## src/rtl/ps2_host_tx.sv

```systemverilog
// PS/2 host-to-device command transmitter with open-drain pin enables and a bus watchdog.
// Define PS2_TX_RETRY_EN to retry a failed frame automatically (up to 2 retries).
module ps2_host_tx #(
  parameter int unsigned INHIBIT_CYCLES = 12000,
  parameter int unsigned TIMEOUT_CYCLES = 1500000
) (
  input  logic       clk,
  input  logic       rst,
  input  logic [7:0] tx_data,
  input  logic       tx_valid,
  output logic       tx_ready,
  input  logic       ps2_clk_i,
  input  logic       ps2_data_i,
  output logic       ps2_clk_oe,
  output logic       ps2_data_oe,
  output logic       busy,
  output logic       rx_inhibit,
  output logic       done,
  output logic       ack_err,
  output logic       timeout_err
);

  typedef enum logic [2:0] {
    StIdle, StInhibit, StStart, StData, StStop, StAck, StWaitIdle
  } state_e;

  state_e      state_q, state_d;
  logic [8:0]  shreg_q, shreg_d;
  logic        bit_q, bit_d;
  logic [3:0]  bitcnt_q, bitcnt_d;
  logic [20:0] cnt_q, cnt_d;
  logic        ack_bad_q, ack_bad_d;
  logic        done_q, done_d;
  logic        ack_err_q, ack_err_d;
  logic        timeout_err_q, timeout_err_d;
  logic [2:0]  clk_sync_q;
  logic [1:0]  data_sync_q;
`ifdef PS2_TX_RETRY_EN
  logic [1:0]  retry_q, retry_d;
`endif

  logic sync_clk, sync_data, fall, inhibit_last, expire_ev, fail_ack, fail_to;

  assign sync_clk     = clk_sync_q[1];
  assign sync_data    = data_sync_q[1];
  assign fall         = clk_sync_q[2] & ~clk_sync_q[1];
  assign inhibit_last = (cnt_q == 21'(INHIBIT_CYCLES - 1));
  // A fall on the expiry cycle wins over the timeout.
  assign expire_ev    = ~fall & (cnt_q == 21'(TIMEOUT_CYCLES - 1));

  always_comb begin
    state_d       = state_q;
    shreg_d       = shreg_q;
    bit_d         = bit_q;
    bitcnt_d      = bitcnt_q;
    cnt_d         = cnt_q;
    ack_bad_d     = ack_bad_q;
    done_d        = 1'b0;
    ack_err_d     = 1'b0;
    timeout_err_d = 1'b0;
    fail_ack      = 1'b0;
    fail_to       = 1'b0;
`ifdef PS2_TX_RETRY_EN
    retry_d       = retry_q;
`endif
    if (state_q != StIdle && state_q != StInhibit) begin
      cnt_d = fall ? '0 : cnt_q + 21'd1;
    end
    case (state_q)
      StIdle: begin
        if (tx_valid) begin
          shreg_d = {~^tx_data, tx_data};
          cnt_d   = '0;
          state_d = StInhibit;
`ifdef PS2_TX_RETRY_EN
          retry_d = 2'd0;
`endif
        end
      end
      StInhibit: begin
        if (inhibit_last) begin
          cnt_d   = '0;
          state_d = StStart;
        end else begin
          cnt_d = cnt_q + 21'd1;
        end
      end
      StStart: begin
        if (fall) begin
          bit_d    = shreg_q[0];
          bitcnt_d = 4'd1;
          state_d  = StData;
        end else if (expire_ev) begin
          fail_to = 1'b1;
        end
      end
      StData: begin
        if (fall) begin
          bit_d = shreg_q[bitcnt_q];
          if (bitcnt_q == 4'd8) begin
            state_d = StStop;
          end else begin
            bitcnt_d = bitcnt_q + 4'd1;
          end
        end else if (expire_ev) begin
          fail_to = 1'b1;
        end
      end
      StStop: begin
        if (fall) begin
          state_d = StAck;
        end else if (expire_ev) begin
          fail_to = 1'b1;
        end
      end
      StAck: begin
        if (fall) begin
          ack_bad_d = sync_data;
          state_d   = StWaitIdle;
        end else if (expire_ev) begin
          fail_to = 1'b1;
        end
      end
      StWaitIdle: begin
        if (sync_clk && sync_data) begin
          if (ack_bad_q) begin
            fail_ack = 1'b1;
          end else begin
            done_d  = 1'b1;
            state_d = StIdle;
          end
        end else if (expire_ev) begin
          fail_to = 1'b1;
        end
      end
      default: state_d = StIdle;
    endcase
    if (fail_ack || fail_to) begin
`ifdef PS2_TX_RETRY_EN
      if (retry_q != 2'd2) begin
        retry_d = retry_q + 2'd1;
        cnt_d   = '0;
        state_d = StInhibit;
      end else begin
        state_d       = StIdle;
        ack_err_d     = fail_ack;
        timeout_err_d = fail_to;
      end
`else
      state_d       = StIdle;
      ack_err_d     = fail_ack;
      timeout_err_d = fail_to;
`endif
    end
  end

  always_ff @(posedge clk or negedge rst) begin
    if (!rst) begin
      state_q       <= StIdle;
      shreg_q       <= '0;
      bit_q         <= 1'b1;
      bitcnt_q      <= '0;
      cnt_q         <= '0;
      ack_bad_q     <= 1'b0;
      done_q        <= 1'b0;
      ack_err_q     <= 1'b0;
      timeout_err_q <= 1'b0;
      clk_sync_q    <= 3'b111;
      data_sync_q   <= 2'b11;
`ifdef PS2_TX_RETRY_EN
      retry_q       <= 2'd0;
`endif
    end else begin
      state_q       <= state_d;
      shreg_q       <= shreg_d;
      bit_q         <= bit_d;
      bitcnt_q      <= bitcnt_d;
      cnt_q         <= cnt_d;
      ack_bad_q     <= ack_bad_d;
      done_q        <= done_d;
      ack_err_q     <= ack_err_d;
      timeout_err_q <= timeout_err_d;
      clk_sync_q    <= {clk_sync_q[1:0], ps2_clk_i};
      data_sync_q   <= {data_sync_q[0], ps2_data_i};
`ifdef PS2_TX_RETRY_EN
      retry_q       <= retry_d;
`endif
    end
  end

  // Enables decode straight from reset-cleared state so reset releases the pins at once.
  assign ps2_clk_oe  = (state_q == StInhibit);
  assign ps2_data_oe = (state_q == StInhibit && inhibit_last) || (state_q == StStart) ||
                       ((state_q == StData || state_q == StStop) && !bit_q);
  assign tx_ready    = (state_q == StIdle);
  assign busy        = (state_q != StIdle);
  assign rx_inhibit  = busy;
  assign done        = done_q;
  assign ack_err     = ack_err_q;
  assign timeout_err = timeout_err_q;

endmodule

```

## config.mk

```make
export PLATFORM = sky130hd
export DESIGN_NAME = ps2_host_tx
export DESIGN_NICKNAME = d
export VERILOG_FILES = /design/src/rtl/ps2_host_tx.sv
export SDC_FILE = /design/constraint.sdc
export NUM_CORES = 1
export LEC_CHECK = 0
export CORE_UTILIZATION = 40
export DETAILED_ROUTE_END_ITERATION = 6
export PLACE_DENSITY = 0.55
export SLEW_MARGIN = 20
export SYNTH_ARGS = -nofsm -noshare
export SYNTH_HDL_FRONTEND = slang
export SYNTH_SLANG_ARGS = --single-unit
export TNS_END_PERCENT = 1
```

## constraint.sdc

```tcl
create_clock -name clk -period 5 [get_ports clk]
set_input_delay 1 -clock clk [delete_from_list [all_inputs] [get_ports clk]]
set_output_delay 1 -clock clk [all_outputs]
set_load 0.01 [all_outputs]
```

==> results of run 1 <==
-- placed cells by master (no fill, tap or decap), types with 3 or more instances in the layout --
cell type	netlist	layout
dfstp_2	6	6
nand4_1	6	6
nor4_1	6	5
mux2_2	9	9
o2111ai_1	5	5
dfrtp_1	41	41
nand3_1	10	10
o22ai_1	6	6
buf_4	1	3
xnor2_1	7	7
nor2b_1	4	4
nor3_1	7	7
ha_1	3	3
clkdlybuf4s50_1	0	19
nand3b_1	5	5
nand2_1	29	29
o21ai_0	23	23
clkbuf_8	0	5
a22oi_1	16	16
a21oi_1	3	3
inv_1	25	25
o21bai_1	6	6
nor2_1	27	26
o211ai_1	6	6
-- sequential cells by signal, indices dropped and copies added (netlist names), 2 cells and up --
| register | flops |
|---|---|
| shreg_q | 9 |
| data_sync_q | 2 |
| state_q | 3 |
| cnt_q | 21 |
| bitcnt_q | 4 |
| clk_sync_q | 3 |
-- through the flow --
step,utilization,instance area [sq um],cells
finish,0.464,3140,399
global route,0.464,3140,399
CTS,0.464,3140,399
detailed placement,0.452,3060,391
global placement,0.452,3050,391
floorplan,-,2800,304
-- final cells by class --
cell class              count  area (sq um)
clock buffers               7          76.3
repair buffers             23           218
flip-flops and latches     47          1180
well taps                  80           100
inverters                  25          93.8
clock inverters             1          5.00
fillers                   675          3620
multi-input cells         216          1460
-- where the power goes --
| part | internal, mW | switching (mW) |
|---|---|---|
| Combinational | 0.367 | 0.410 |
| Sequential | 0.527 | 0.191 |
| Clock | 0.0985 | 0.130 |
| Total | 0.992 | 0.731 |
-- worst max-delay path by stage --
stage              start     endpoint  slack (ps)  depth (start not counted)
2_1_floorplan  cnt_q[18]  ps2_data_oe        2210                          5
3_3_place_gp   cnt_q[16]  ps2_data_oe        1610                          6
3_5_place_dp   cnt_q[16]  ps2_data_oe        1620                          6
4_1_cts        cnt_q[16]  ps2_data_oe        1260                          6
5_1_grt        cnt_q[16]  ps2_data_oe        1100                          6
6_report       cnt_q[16]  ps2_data_oe        1260                          6
-- per-layer routing --
| layer | global-route usage | wire length (um) | vias to the layer above |
|---|---|---|---|
| met1 | 0.268 | 3220 | 1102 |
| met2 | 0.295 | 2800 | 32 |
| met3 | 0.0289 | 140 | 7 |
| met4 | 0.0470 | 65 | 0 |
| li1 | - | - | 1132 |
| met5 | 0 | 0 | - |
-- cells by family (layout without fill, tap and decap cells) --
group,after synthesis,in the layout,share of synthesized area
mux,14,14,0.0649
flops,47,47,0.423
simple gates,115,115,0.230
fa+ha+maj,3,3,0.0134
buf+inv,41,56,0.0591
compound gates,77,77,0.187
xor+xnor,7,7,0.0219
==> run summary, run 1 <==
The largest buffer count on any clock path is 2. The residual antenna-violating net count after detailed routing is 0. Of the available clock period, the critical path in the final layout requires 0.749. The number of design rule violations left after detail routing is 0. The clock tree skew after final layout came out at approximately 8.1 ps. In this run the worst hold path is classified as flop to flop.

The area enclosed by the die boundary came out at 7330 sq um. The length of the first detailed-routing pass in iterations came out at 4. STA classifies the critical path startpoint as a flop. For this run, the total global-route usage over all layers was measured as 0.187. The highest clock rate came out at 267 MHz. The total setup buffers inserted after CTS came out at 0. The worst slew slack as a fraction of its limit is 0.532. The largest stage delay on the critical path is approximately 590 ps.

Among all stages on the critical path, the largest delay is contributed by or4b_1. The via density per instance came out at 5.70. The run finished with clean final reports. The final hold slack is ~360 ps. The number of library cell types mapped by synthesis came out at 52. The endpoint arrival time on the critical path came out at 2740 ps. The number of clock buffers inserted by TritonCTS is 5. The number of enable-type register cells in the synthesized netlist came out at 0. The TritonCTS clock tree is yes. Traced cell by cell, the critical path runs through or4b_1 -> nor4_4 -> nand3_1 -> o21a_1 -> o21ai_0 -> clkdlybuf4s50_1. The DRC violation total after the first TritonRoute iteration is 131. Sorting the synthesized cells by area gives the leading types as dfrtp_1 37%, dfstp_2 5.6%, a22oi_1 4.3%.

dfrtp_1 takes more of the synthesized area than any other cell. The critical path start-end classification is flop to output pin. The number of H-tree branching levels is 2.

The number of failing hold endpoints at the final stage was 0. OpenSTA, run right after detailed placement, puts the worst setup slack at 1620 ps. The number of antenna diodes is 0. The via count of the first global-routing pass is 2206. The area of the core is slightly below 7000 sq um. The clock edge transition at the registers on the reported setup and hold paths came out at 90 ps. The total congestion overflow is 0. The estimated wirelength of the detail-placed design came out at 4270 um. The master cell of the clock root buffer is clkbuf_8.

Power comes to 1.72 mW. The shortest clock period the worst path allows after layout is roughly 3700 ps. The number of antenna violations at the first check in global routing is 0. The cell leakage power came out at roughly 1.3 nW. The area added between synthesis and finish is 12.2%. The fraction of post-synthesis cell area in the top cell type by area is 0.367. The clock latency on the worst-skew pair is 300 ps. The I/O pin count is 21. The hold path startpoint is data_sync_q[0]. The first-pass GRT wire length is 10900 um. The number of endpoints failing setup at the final stage is 0. The die extent in x came out at about 86 um. The number of cell instances on the worst register-to-register path came out at 6.

At the end of routability-driven placement, the weighted congestion stood at 0.757. The number of buffers and inverters on the critical path is 1. STA puts the critical path data required time at ~4000 ps. The number of clock sinks seen by CTS came out at 47. The number of nets in the synthesized netlist is 320. Of all flip-flops after synthesis, the portion carrying an async set or reset was 1.00. Post-CTS repair changed the size of 0 cells. The net total in the final layout came out at about 330.

The fraction of layout cells with a size suffix above 1 is 0.119. The initial core utilization is 0.414. The worst-case vdd ir drop came out at 269 uV. The most used flip-flop cell after synthesis is dfrtp_1. The worst register-to-register path begins at state_q[0]. Broken down by cell family, the worst path's largest delay share belongs to simple AND/OR/NAND/NOR gates. The largest driver fanout on the critical path is 5.

Across the run, the number of max-cap violations was 0. The worst setup path is captured at an output pin. Averaged over all synthesized cells, the footprint is 9.20 sq um. The cell depth of the worst hold path came out at 0. The pin count of the biggest net entering global routing came out at 48. The warning count from the yosys run came out at 0. The die height is 85.6 um. The commonest cells after synthesis are 41 x dfrtp_1, 29 x nand2_1, 27 x nor2_1, 25 x inv_1, 23 x o21ai_0. The count of final max-slew check failures was 0. The accumulated negative setup slack is 0 ps. The number of hold buffers added after cts is 0. The total of flip-flops plus latches after synthesis is 47. Setup repair after global routing left no endpoint under its margin. Dividing total power by cell area gives a power density of 549 nW/um^2. At the pin with the least slew margin, the transition time is 702 ps. The count of buffers from port buffering is 20. The routed layout has 2273 vias. The worst register-to-register path ends at ack_bad_q. The internal reg-to-reg setup slack is ~2600 ps. The worst setup margin is about 1300 ps. In this run the cell area of the synthesized design comes to ~2800 sq um. The share of the Yosys chip area taken by registers is 0.423. The worst min-delay path endpoint is data_sync_q[1].

The number of instances in the synthesized netlist is 304. The final layout contains routed wiring with a total length of between 6000 and 7000 um. In this run the core area contains 30 standard-cell rows. The wire length per cell after detailed routing is 15.6 um.

The most instantiated library cell after synthesis is dfrtp_1.
Power figures use the tool's default switching activity.
==> run 2: changes to the inputs <==
Clock period 5 ns to 3.5 ns, I/O delays scaled along.
==> run 2 against run 1 <==
Against the previous run:
- register-to-register slack got worse by 1500 ps
- flip-flop and latch count did not move
- global-route usage down 0.54 points
- largest power group unchanged
==> run summary, run 2 (synthesis gave the netlist of run 1 again) <==
The number of cell instances on the worst register-to-register path is 8 (was 6). The residual antenna-violating net count after detailed routing came out at 0 (unchanged). The total routing usage reported by global routing came out at 0.181 (was 0.187). The worst setup slack before clock tree synthesis came out at 445 ps (was 1620 ps).

The switching power summed over all nets came out at 1.03 mW (was 0.731 mW). The estimated wirelength of the detail-placed design came out at 4430 um (was 4270 um). The number of failing hold endpoints at the final stage came out at 0 (unchanged).

The internal reg-to-reg setup slack is 1080 ps (was 2590 ps). Based on the critical path, the design can be clocked at up to approximately 300 MHz. The total setup buffers inserted after CTS is 0 (unchanged). The number of clock buffers inserted by TritonCTS came out at 5 (unchanged).

The number of clock sinks seen by CTS is 47 (unchanged). The largest buffer count on any clock path was 2 (unchanged). The number of design rule violations left after detail routing came out at 0 (unchanged). The register with the most flip-flops is cnt_q (unchanged). The startpoint type of the worst setup path was a flop (unchanged).

The I/O pin count came to 21 (unchanged). The count of buffers from port buffering came out at 20 (unchanged). The net total in the final layout came out at 338 (was 334).

The cell depth of the worst hold path came out at 0 (unchanged). The pin count of the biggest net entering global routing is 36 (was 48). The worst hold path class was flop to flop (unchanged). The slowest cell on the critical path is or4b_1 (unchanged). The count of final max-slew check failures came out at 0 (unchanged). The most common cell after layout, fill and taps aside was dfrtp_1 (unchanged). The number of H-tree branching levels came out at 2 (unchanged). The proportion of power drawn by combinational gates came to 0.461 (was 0.451). The final estimated routing congestion in global placement is 0.758 (was 0.757). The worst-case vdd ir drop is 418 uV (was 269 uV). The number of hold buffers added after cts came out at 0 (unchanged).

The final period utilization is 0.955. The clock share of power came to 0.132 (was 0.133). The first-pass GRT wire length is 10700 um (was 10900 um). The worst min-delay path endpoint is data_sync_q[1] (unchanged). Subtracting the final worst setup slack from the clock period gives 3340 ps. RSZ-0062 raised after global routing: false (unchanged). The fraction of layout cells with a size suffix above 1 was 0.127 (was 0.119). The area enclosed by the die boundary is 7330 sq um (unchanged).

The final design utilization is 0.468 (was 0.464). The DRC violation total after the first TritonRoute iteration came out at 106 (was 131). The worst-margin pin slew came to 706 ps (was 702 ps). The via count of the first global-routing pass came out at 2166 (was 2206). The die extent in x came out at 85.6 um (unchanged).

The number of endpoints failing setup at the final stage is 0 (unchanged). The endpoint arrival time on the critical path was 2640 ps (was 2740 ps). Outcome: complete, no violations (unchanged).

The number of cells upsized or downsized after cts came out at 0 (unchanged). The master cell of the clock root buffer is clkbuf_8 (unchanged). Largest registers: cnt_q (21), shreg_q (9), bitcnt_q (4) (unchanged).

The critical path start-end classification was flop to output pin (unchanged). The initial core utilization is 0.414 (unchanged). The largest driver fanout on the critical path is 5 (unchanged).

The sequential group share of total power was 0.407 (was 0.417). Commonest non-fill, non-tap cells in the layout: 41 x dfrtp_1, 29 x nand2_1, 26 x nor2_1 (unchanged). The clock tree skew after final layout came to 6.14 ps (was 8.08 ps). Critical path cell sequence: or4b_1 -> nor4_4 -> nand3_1 -> o21a_1 -> o21ai_0 -> clkdlybuf4s50_1 (unchanged). The via density per instance is 5.67 (was 5.70). The endpoint of the worst-slack reg-to-reg timing path was cnt_q[20] (was ack_bad_q). The total number of placement rows is 30 (unchanged). The total congestion overflow came out at 0 (unchanged). The routed via count is 2286 (was 2273). The TritonCTS clock tree is yes (unchanged). The length of the first detailed-routing pass in iterations is 4 (unchanged). The required time of the critical path came out at 2800 ps (was 4000 ps).

The clock edge transition at the registers on the reported setup and hold paths came out at 80 ps (was 90 ps). The startpoint of the worst-slack reg-to-reg timing path was cnt_q[16] (was state_q[0]). The number of antenna violations at the first check in global routing came to 0 (unchanged). The area added between synthesis and finish came out at 13.1% (was 12.2%).

The worst slew slack as a fraction of its limit came to 0.529 (was 0.532). The worst setup margin came out at 157 ps (was 1260 ps). The total wire length after detailed routing was 6240 um (was 6230 um). The overall power came out at 2.45 mW (was 1.72 mW).

The hold path startpoint is data_sync_q[0] (unchanged). The clock latency on the worst-skew pair is 290 ps (was 300 ps). The number of antenna diodes was 0 (unchanged). The area of the core came out at 6760 sq um (unchanged). The die height came to 85.6 um (unchanged).

The nature of the critical path endpoint is an output pin (unchanged). The net switching share of the total power was 0.418 (was 0.424). The cell leakage power came out at 1.27 nW (was 1.25 nW). The internal cell power came out at 1.43 mW (was 0.992 mW). The power per cell area came out at 776 nW/um^2 (was 549 nW/um^2). The wire length per cell after detailed routing came out at 15.5 um (was 15.6 um). The accumulated negative setup slack came out at 0 ps (unchanged). The count of max-cap constraint violations is 0 (unchanged). The largest stage delay on the critical path was 590 ps (about the same).

The number of flip-flops under the largest register name came to 21 (unchanged).
==> run 2: cell types whose count changed in the layout (fill, tap and decap cells not counted), sizes merged <==
cell,before,now
clkbuf,7,8
buf,4,8
clkinv,1,0
==> run 2: worst max-delay path, delay by kind of cell (launching register included) <==
kind	cells	cell delay, ps
and+or+nand+nor	3	1030
buffers and inverters	1	550
DFF	1	430
AOI/OAI and AO/OA	2	340
==> run 2: worst max path at each step <==
stage	from	endpoint	depth (start not counted)
6_report	cnt_q[16]	ps2_data_oe	6
3_5_place_dp	cnt_q[16]	ps2_data_oe	6
2_1_floorplan	cnt_q[18]	ps2_data_oe	5
3_3_place_gp	cnt_q[16]	ps2_data_oe	6
4_1_cts	cnt_q[16]	ps2_data_oe	6
5_1_grt	cnt_q[16]	ps2_data_oe	6
==> run 2: power groups by stage <==
stage / combinational, mW / clock [mW] / sequential (mW)
floorplan: 0.931 / 0 / 0.901
finish: 1.13 / 0.323 / 1.00
CTS: 1.14 / 0.334 / 1.00
global route: 1.27 / 0.351 / 1.04
detailed placement: 1.14 / 0 / 1.01
global placement: 1.13 / 0 / 1.01
==> run 2: final cells by class <==
class	count	area, sq um
sequential	47	1180
inverter	25	93.8
tap	80	100
clock buffer	8	80.1
timing repair buffer	27	248
multi-input combinational	216	1460
fill	671	3590
==> run 2: per-layer routing <==
metal	GRT usage	vias up	share of wire	wire length [um]
li1	-	1135	-	-
met1	0.253	1121	0.50	3130
met2	0.303	28	0.47	2930
met3	0.0231	2	0.024	150
met4	0.0379	0	0.0038	24
met5	0	-	0	0
==> run 2: per-stage QoR <==
| step | hold WS (ps) | cells | area [sq um] |
|---|---|---|---|
| floorplan | 345 | 304 | 2800 |
| global route | 363 | 403 | 3160 |
| CTS | 362 | 401 | 3150 |
| global placement | 347 | 393 | 3070 |
| finish | 361 | 403 | 3160 |
| detailed placement | 350 | 393 | 3070 |
==> run 3: changes to the inputs <==
Settings changed: SETUP_SLACK_MARGIN set to 0.05.
==> run 3 against run 2 <==
Against the previous run:
- sequential share of layout area barely moved
- flip-flop and latch count stayed put
- fmax grew 13%
- core utilization about the same
- combinational power about the same
- first-iteration DRC count decreased by 1.9%
- via count unchanged
- global-route usage stayed put
- register-to-register slack is essentially flat
- wire length grew 0.19%
- critical path type unchanged
- critical endpoint unchanged
==> run summary, run 3 (synthesis gave the netlist of run 1 again) <==
Outcome: complete, no violations (unchanged). Commonest non-fill, non-tap cells in the layout: 41 x dfrtp_1, 29 x nand2_1, 26 x nor2_1 (unchanged). The number of failing hold endpoints at the final stage came out at 0 (unchanged). The post-placement cell count is 393 (unchanged).

The overall power is 2.45 mW (about the same). The count of fill cells added during filler insertion is 672 (was 671). The start point of the critical path is cnt_q[16] (unchanged).

The clock latency on the worst-skew pair came to 290 ps (about the same). The number of clock sinks seen by CTS is 47 (unchanged). The number of endpoints failing setup at the final stage came out at 0 (unchanged).

The largest buffer count on any clock path came out at 2 (unchanged). The total number of placement rows is 30 (unchanged). The final estimated routing congestion in global placement is 0.758 (unchanged).

The worst hold path class is flop to flop (unchanged). The number of H-tree branching levels is 2 (unchanged). The endpoint arrival time on the critical path was 2250 ps (was 2640 ps). The worst-case vdd ir drop is 419 uV (was 418 uV). The shortest clock period the worst path allows after layout is 2950 ps (was 3340 ps). The via count of the first global-routing pass was 2166 (unchanged). The first-pass GRT wire length is 10700 um (unchanged). The initial core utilization was 0.414 (unchanged). The number of clock buffers inserted by TritonCTS came out at 5 (unchanged). The pin count of the biggest net entering global routing came to 36 (unchanged). The hold path startpoint is data_sync_q[0] (unchanged). The total routing usage reported by global routing is 0.181 (unchanged). The nature of the critical path endpoint is an output pin (unchanged). The estimated wirelength of the detail-placed design was 4430 um (unchanged). The area enclosed by the die boundary is 7330 sq um (unchanged).

The fraction of layout cells with a size suffix above 1 is 0.127 (unchanged). The number of antenna violations at the first check in global routing is 0 (unchanged). The final period utilization is 0.843 (was 0.955). The worst slew slack as a fraction of its limit is 0.529 (about the same). The count of buffers from port buffering was 20 (unchanged). The number of antenna diodes is 0 (unchanged).

RSZ-0062 raised after global routing: false (unchanged). The startpoint type of the worst setup path is a flop (unchanged). The total area of multi-input combinational cells is 1460 sq um (unchanged). The register with the most flip-flops is cnt_q (unchanged). The required time of the critical path is 2800 ps (about the same). The number of flip-flops under the largest register name is 21 (unchanged).

The number of hold buffers added after cts was 0 (unchanged). The accumulated negative setup slack came out at 0 ps (unchanged). The worst-margin pin slew is 707 ps (was 706 ps).

The sequential cell area in the final layout is 1180 sq um (unchanged). The via density per instance is 5.67 (unchanged). The critical path start-end classification was flop to output pin (unchanged). The die height came out at 85.6 um (unchanged).

The count of final max-slew check failures is 0 (unchanged). The highest clock rate came out at 339 MHz (was 299 MHz). The net total in the final layout came out at 338 (unchanged). The final instance count without filler cells is 403 (unchanged). The area added between synthesis and finish is 13.2% (was 13.1%). The routed via count is 2286 (unchanged). The wire length per cell after detailed routing came out at 15.5 um (about the same). The master cell of the clock root buffer is clkbuf_8 (unchanged). The number of design rule violations left after detail routing came out at 0 (unchanged). The clock tree skew after final layout was 4.83 ps (was 6.14 ps). The most common cell after layout, fill and taps aside is dfrtp_1 (unchanged). The TritonCTS clock tree is yes (unchanged). Largest registers: cnt_q (21), shreg_q (9), bitcnt_q (4) (unchanged). The length of the first detailed-routing pass in iterations came to 4 (unchanged). The residual antenna-violating net count after detailed routing came out at 0 (unchanged). The count of max-cap constraint violations came to 0 (unchanged).

The clock edge transition at the registers on the reported setup and hold paths is 80 ps (about the same). The startpoint of the worst-slack reg-to-reg timing path is cnt_q[16] (unchanged). The total wire length after detailed routing was 6250 um (was 6240 um).

The area of the core is 6760 sq um (unchanged). The largest driver fanout on the critical path came out at 5 (unchanged). The I/O pin count is 21 (unchanged). The DRC violation total after the first TritonRoute iteration is 104 (was 106).

The cell leakage power came out at 1.28 nW (was 1.27 nW). The die extent in x is 85.6 um (unchanged). The power per cell area came out at 775 nW/um^2 (was 776 nW/um^2). The total congestion overflow came out at 0 (unchanged).
[run 3: cell count changes in the layout (fill, tap and decap cells not counted), sizes merged]
cell,previous run,this run
clkdlybuf4s50,19,18
dlymetal6s2s,0,1
[run 3: worst max-delay path, cell delays in order, from the launching register on]
cell	delay [ps]
dfrtp_1	430
or4b_1	590
nor4_4	310
nand3_1	130
o21a_1	200
o21ai_0	130
dlymetal6s2s_1	170
[run 3: timing repair]
action	CTS	global route
endpoints found under the setup margin	0	1
hold endpoints to repair	0	0
gates resized for setup	0	1
buffers inserted	0	2
[run 3: path summary, 6_finish.rpt]
path / to / slack [ps] / depth (start not counted)
max reg2reg: cnt_q[20] / 1080 / 8
min in group asynchronous: cnt_q[11] / 450 / 1
min: data_sync_q[1] / 360 / 0
max: ps2_data_oe / 550 / 6
min reg2reg: data_sync_q[1] / 360 / 0
max in group asynchronous: clk_sync_q[1] / 2270 / 2
[run 3: layout make-up]
class                      count  share of cell area
tap                           80              0.0316
timing repair buffer          27              0.0791
sequential                    47               0.374
inverter                      25              0.0297
clock buffer                   8              0.0253
multi-input combinational    216               0.460
[run 3: power by group]
part	internal (mW)	leakage, nW	switching (mW)
registers	0.754	0.591	0.246
logic	0.530	0.654	0.601
clock network	0.143	0.0395	0.179
[run 3: per-layer routing]
| layer | vias up | track usage | routed length (um) |
|---|---|---|---|
| li1 | 1135 | - | - |
| met1 | 1122 | 0.253 | 3130 |
| met2 | 27 | 0.303 | 2950 |
| met3 | 2 | 0.0231 | 148 |
| met4 | 0 | 0.0379 | 24 |
| met5 | - | 0 | 0 |
[run 3: metrics by stage]
stage / hold WS (ps) / util / instance area, sq um / worst slack (ps)
2_1_floorplan: 345 / - / 2800 / 1010
3_3_place_gp: 347 / 0.454 / 3070 / 425
3_5_place_dp: 350 / 0.454 / 3070 / 445
4_1_cts: 362 / 0.466 / 3150 / 93.5
5_1_grt: 363 / 0.468 / 3160 / 388
6_report: 361 / 0.468 / 3160 / 551
